## src/rtl/mem_port_arbiter.sv

```systemverilog
// Arbiter that shares one single-port memory between the fetch port and the data port.
// Data wins over fetch, but only for MAX_DATA_RUN grants in a row while fetch is waiting.
module mem_port_arbiter #(
  parameter int ADDR_W       = 32,
  parameter int DATA_W       = 32,
  parameter int MEM_LAT      = 1,
  parameter int MAX_DATA_RUN = 4
) (
  input  logic              clk,
  input  logic              rst,
  input  logic              if_req,
  input  logic [ADDR_W-1:0] if_addr,
  output logic              if_gnt,
  output logic              if_rvalid,
  output logic [DATA_W-1:0] if_rdata,
  input  logic              d_req,
  input  logic              d_we,
  input  logic [ADDR_W-1:0] d_addr,
  input  logic [DATA_W-1:0] d_wdata,
  output logic              d_gnt,
  output logic              d_rvalid,
  output logic [DATA_W-1:0] d_rdata,
  output logic              mem_en,
  output logic              mem_we,
  output logic [ADDR_W-1:0] mem_addr,
  output logic [DATA_W-1:0] mem_wdata,
  input  logic [DATA_W-1:0] mem_rdata,
  output logic              stall_if,
  output logic              stall_d
);
  localparam int LAT_W = (MEM_LAT > 1) ? $clog2(MEM_LAT) : 1;
  localparam int RUN_W = $clog2(MAX_DATA_RUN + 1);
  localparam logic [LAT_W-1:0] LAT_INIT = LAT_W'(MEM_LAT - 1);
  localparam logic [RUN_W-1:0] RUN_MAX  = RUN_W'(MAX_DATA_RUN);

  typedef enum logic {IDLE, BUSY} state_t;

  state_t           state, state_nxt;
  logic             owner;     // 1 = data port owns the outstanding read
  logic [LAT_W-1:0] lat_cnt;
  logic [RUN_W-1:0] run_cnt;
  logic             rd_issue;
  logic             rd_done;

  assign rd_issue = mem_en & ~mem_we;
  assign rd_done  = ~rst & (state == BUSY) & (lat_cnt == '0);

  always_ff @(posedge clk) begin
    if (rst) state <= IDLE;
    else     state <= state_nxt;
  end

  always_comb begin
    state_nxt = state;
    case (state)
      IDLE:    if (rd_issue) state_nxt = BUSY;
      BUSY:    if (lat_cnt == '0) state_nxt = IDLE;
      default: state_nxt = IDLE;
    endcase
  end

  always_comb begin
    d_gnt     = 1'b0;
    if_gnt    = 1'b0;
    mem_en    = 1'b0;
    mem_we    = 1'b0;
    mem_addr  = '0;
    mem_wdata = '0;
    if_rvalid = 1'b0;
    if_rdata  = '0;
    d_rvalid  = 1'b0;
    d_rdata   = '0;
    if (!rst) begin
      if (state == IDLE) begin
        d_gnt  = d_req & (~if_req | (run_cnt < RUN_MAX));
        if_gnt = if_req & ~d_gnt;
      end
      if (d_gnt) begin
        mem_en    = 1'b1;
        mem_we    = d_we;
        mem_addr  = d_addr;
        mem_wdata = d_we ? d_wdata : '0;
      end else if (if_gnt) begin
        mem_en   = 1'b1;
        mem_addr = if_addr;
      end
      if (rd_done) begin
        if (owner) begin
          d_rvalid = 1'b1;
          d_rdata  = mem_rdata;
        end else begin
          if_rvalid = 1'b1;
          if_rdata  = mem_rdata;
        end
      end
    end
  end

  assign stall_if = ~rst & if_req & ~if_gnt;
  assign stall_d  = ~rst & d_req & ~d_gnt;

  // Stores finish in their issue cycle, so only reads load the latency counter.
  always_ff @(posedge clk) begin
    if (rst) begin
      owner   <= 1'b0;
      lat_cnt <= '0;
    end else if (rd_issue) begin
      owner   <= d_gnt;
      lat_cnt <= LAT_INIT;
    end else if (state == BUSY && lat_cnt != '0) begin
      lat_cnt <= lat_cnt - LAT_W'(1);
    end
  end

  // Counts back-to-back data grants only while fetch is actually waiting.
  always_ff @(posedge clk) begin
    if (rst)                              run_cnt <= '0;
    else if (~if_req | if_gnt)            run_cnt <= '0;
    else if (d_gnt && run_cnt != RUN_MAX) run_cnt <= run_cnt + RUN_W'(1);
  end
endmodule

```

## config.mk

```make
export PLATFORM = sky130hd
export DESIGN_NAME = mem_port_arbiter
export DESIGN_NICKNAME = d
export VERILOG_FILES = /design/src/rtl/mem_port_arbiter.sv
export SDC_FILE = /design/constraint.sdc
export NUM_CORES = 1
export LEC_CHECK = 0
export CORE_AREA = 2 2 105 107
export DETAILED_ROUTE_END_ITERATION = 12
export DIE_AREA = 0 0 107 109
export PLACE_DENSITY = 0.58
export RECOVER_POWER = 100
export SYNTH_ARGS = -nofsm -noshare
export SYNTH_HDL_FRONTEND = slang
export SYNTH_SLANG_ARGS = --single-unit
export TNS_END_PERCENT = 1
```

## constraint.sdc

```tcl
create_clock -name clk -period 3.4 [get_ports clk]
set_clock_uncertainty 0.15 [all_clocks]
set_input_delay 1.02 -clock clk [delete_from_list [all_inputs] [get_ports clk]]
set_output_delay 1.02 -clock clk [all_outputs]
set_load 0.02 [all_outputs]
```

# Yosys cells after proc, flatten, opt, wreduce, memory -nomap -nowiden
# Index checks and enable logic that the tools add are counted.
[totals]
memories = 0
wordCells = 63
romBits = 0
ram_bits = 0
latchBits = 0
input_bits = 133
ff_bits = 6
[op_classes]
n_reduce_logical = 4
n_addsub = 2
muxes = 32
eq_ne = 1
n_bitwise = 19
order_cmp = 1
n_mul = 0
shifts = 0
div_mod_pow = 0
[op_table]
columns = ["op", "n"]
rows = [
  ["2-to-1 mux 32 bit", 12],
  ["2-to-1 mux 1 bit", 19],
  ["bitwise AND 1 bit", 9],
  ["inverter 1 bit", 8],
  ["OR reduction 2 bit", 2],
  ["adder 3 x 1 -> 3 bit (second input constant)", 1],
  ["< comparator 3 bit (second input constant)", 1],
  ["!= test 3 bit (second input constant)", 1],
  ["logical AND 1 bit", 2],
  ["bitwise OR 1 bit", 2],
  ["case mux 1 bit (2 select lines)", 1],
  ["subtractor 1 bit (second input constant)", 1],
]

# Longest topological paths before layout
[logic_depth]
ltp_word = 13
depth_mapped = 5
mapped_depth_nobuf = 5

# Worst setup path after synthesis
# Ideal clock, no wire load.
[synth_timing]
kind = "in2out"
from = "in rst"
to = "out mem_wdata[24]"
setup_slack_ps = 84
arrival_ps = 2146
n_path_buf = 2
cell_stages = 5
path_cell_list = "or3b_4 a21oi_4 buf_6 buf_6 and3_1"
[synth_via]
elab_chain_len = 1
[synth_lines]
columns = ["item", "line", "source"]
rows = [
  ["start, declared", "10", "input logic rst,"],
  ["2-to-1 mux 32 bit", "73", "if (!rst) begin"],
  ["end, declared", "26", "output logic [DATA_W-1:0] mem_wdata,"],
]
# Every way passes these cells.

# Worst setup path in the final report
[layout_timing]
from = "in rst"
to = "out mem_wdata[12]"
# Same word-level chain as after synthesis.

==> results.sh <==
export IMPL_clkSinkCount=6
export IMPL_drt_iter0_drc=65
export IMPL_r2r_start="state"
export IMPL_synth_distinct_cells=30
export IMPL_fmax_ghz=0.286
export IMPL_drive_gt1_share_pct=38.2
export IMPL_wl_met3_um=998
export IMPL_r2r_end="run_cnt[1]"
export IMPL_dieArea_um2=11700
export IMPL_relSlewSlack_pct=80.3
export IMPL_rows=38
export IMPL_route_vias_total=2563
export IMPL_io_pins=269
export IMPL_synth_area_um2=1350
export IMPL_syn_avg_cell_area_um2=7.01
export IMPL_cts_buffers=3
export IMPL_yosysWarnings=0
export IMPL_min_period_over_period_pct=103
export IMPL_n_antenna_cell=0
export IMPL_dpl_instance_area_um2=4300
export IMPL_worst_pin_slew_ns=0.293
export IMPL_hp_start="run_cnt[1]"
export IMPL_track_usage_pct=13.7
export IMPL_grt_pass1_wl_um=12800
export IMPL_final_util_pct=40.5
export IMPL_arrival_ns=2.33
export IMPL_worstPathRequired_ns=2.23
export IMPL_whs_path_depth=2
export IMPL_crit_type="in -> out"
export IMPL_ir_drop_uv=86.1
export IMPL_finalSetupTns_ns=-2.98
export IMPL_synth_seq_cells=6
export IMPL_port_buffer_count=268
export IMPL_cp_slowest_cell="or3b_4"
export IMPL_clock_latency_ns=0.22
export IMPL_cts_tree="yes"
export IMPL_p_leak_uw=0.00212
export IMPL_worst_path_dominant_cell_family="buffers and inverters"
export IMPL_ant_nets=0
export IMPL_synth_net_count=328
export IMPL_top_layer="met4"
export IMPL_cts_root_buffer="clkbuf_8"
export IMPL_ctsHoldBuffers=0
export IMPL_grt_overflow=0
export IMPL_die_y_um=109
export IMPL_finish_instance_area_um2=4290
export IMPL_grt_start_max_net_pins=35
export IMPL_routabilityCongestion=0.738
export IMPL_final_cell_mix="128 x clkdlybuf4s50_1, 65 x and2_1, 61 x clkbuf_2"
export IMPL_fin_crit_ns=3.50
export IMPL_routed_wl_met2_um=5100
export IMPL_start_util_pct=12.8
export IMPL_dr_pass1_iters=4
export IMPL_drv_slew=0
export IMPL_clk_pin_slew_ns=0.04
export IMPL_path_max_fanout=6
export IMPL_wl_per_cell_um=15.3
export IMPL_final_common_cell="clkdlybuf4s50_1"
export IMPL_power_density_nw_per_um2=153
export IMPL_critPathCaptureType="output pin"
export IMPL_num_fill_cells=1081
export IMPL_antenna_found_initial=0
export IMPL_status="finished, violations left"
export IMPL_yosysSeqAreaShare_pct=8.87
export IMPL_avgViaCountPerCell=4.16
export IMPL_r2r_slack_ns=1.68
export IMPL_setup_violations=50
export IMPL_hp_class="reg -> reg"
export IMPL_rr_worst_depth=4
export IMPL_die_w_um=107
export IMPL_hold_viol=0
export IMPL_rsz0062_at_grt="yes"
export IMPL_cp_start_kind="input pin"
export IMPL_nets=613
export IMPL_critPathMostFrequentCell="buf_6"
export IMPL_wirelength_um=9390
export IMPL_violations="setup timing"
export IMPL_netlist_instances=193
export IMPL_pre_cts_ws_ns=-0.907
export IMPL_cpPeakStageDelay_ns=0.38
export IMPL_grt_pass1_vias=2493
export IMPL_drc=0
export IMPL_maxCapViolCount=0
export IMPL_m1WireLength_um=3270
export IMPL_hold_end="run_cnt[1]"
export IMPL_htree_num_levels=1
export IMPL_areaGrowthSynthToFinish_pct=217
export IMPL_clockBufferDepth=2
export IMPL_setup_ws_ns=-0.100
export IMPL_hold_worst_slack_ns=0.344
export IMPL_worstPathCellList="buf_6 -> or3b_4 -> a21oi_4 -> buf_6 -> buf_8 -> clkbuf_16 -> and3_4 -> buf_6"
export IMPL_design_core_area_um2=10600
export IMPL_dp_hpwl_um=7230
export IMPL_crit_buf_inv=5
## state kept, by name, summed over array words and instances, names as in the netlist
register	count
lat_cnt	1
state	1
run_cnt	3
owner	1
## metrics by stage
step	std cells	power [µW]
2_1_floorplan	193	225
3_3_place_gp	601	513
6_report	616	658
3_5_place_dp	601	516
4_1_cts	613	657
5_1_grt	616	696
## where the power goes
part	internal, µW	total (µW)	switching, µW
logic	289	473	184
clock network	76.3	109	33.2
registers	73.0	76.1	3.13
## routing by layer
metal  vias to the layer above  GRT usage (%)
met4                         0           1.39
met1                      1141           14.5
met2                       165           27.3
met5                         -              0
li1                       1253              -
met3                         4           4.00
## cells in the mapped netlist
cell type  count  share of area, %
a211oi_1       1              0.55
a21o_1         1              0.55
a21oi_1        5               1.8
a21oi_4        1               1.2
a221o_1        1              0.74
a22o_1        32                21
a32oi_1        1              0.65
and2_1        65                30
and3_1        33                15
and3b_1        1              0.65
buf_2          8               3.0
buf_6          2               1.7
clkbuf_1       8               2.2
clkbuf_2       2              0.74
dfxtp_1        6               8.9
ha_1           2               1.8
inv_1          6               1.7
nand2_1        2              0.55
nand2b_1       2              0.92
nand3_1        1              0.37
nor2_1         3              0.83
nor2b_1        1              0.46
nor3b_1        1              0.55
nor4_1         1              0.46
o21a_1         1              0.55
o21ai_0        2              0.74
or2_2          1              0.46
or3_1          1              0.46
or3b_2         1              0.65
or3b_4         1              0.83
## how the worst max path moves through the flow
stage,startpoint,end,slack [ns],depth (start not counted)
5_1_grt,rst,mem_wdata[12],-0.14,8
4_1_cts,rst,mem_wdata[4],-0.13,8
3_5_place_dp,d_req,mem_addr[2],-0.91,6
2_1_floorplan,rst,mem_wdata[24],0.08,5
3_3_place_gp,d_req,mem_addr[2],-0.91,6
6_report,rst,mem_wdata[12],-0.10,8
## what timing repair did
item | in CTS | in global routing
cloned | 4 | 3
setup buffers | 5 | 0
gates resized for setup | 496 | 111
setup endpoints to repair | 136 | 130
pin swaps | 25 | 9
## tightest hold or removal path: cells and delay by family (launching register included)
| kind | cells | cell delay [ns] |
|---|---|---|
| compound gates | 2 | 0.13 |
| flops | 1 | 0.31 |
## kinds of logic after synthesis
group | share of synthesized area [%]
compound gates | 27.5
fa+ha+maj | 1.85
buf+inv | 9.24
flops | 8.87
simple gates | 52.5
## layout make-up
class | instances | area (µm²) | share of cell area (%)
Timing Repair Buffer | 300 | 2770 | 64.5
Tap cell | 140 | 175 | 4.08
Multi-Input combinational cell | 161 | 1170 | 27.2
Inverter | 6 | 22.5 | 0.525
Sequential cell | 6 | 120 | 2.80
Clock buffer | 3 | 41.3 | 0.962
(Power assumes the default switching activity.)
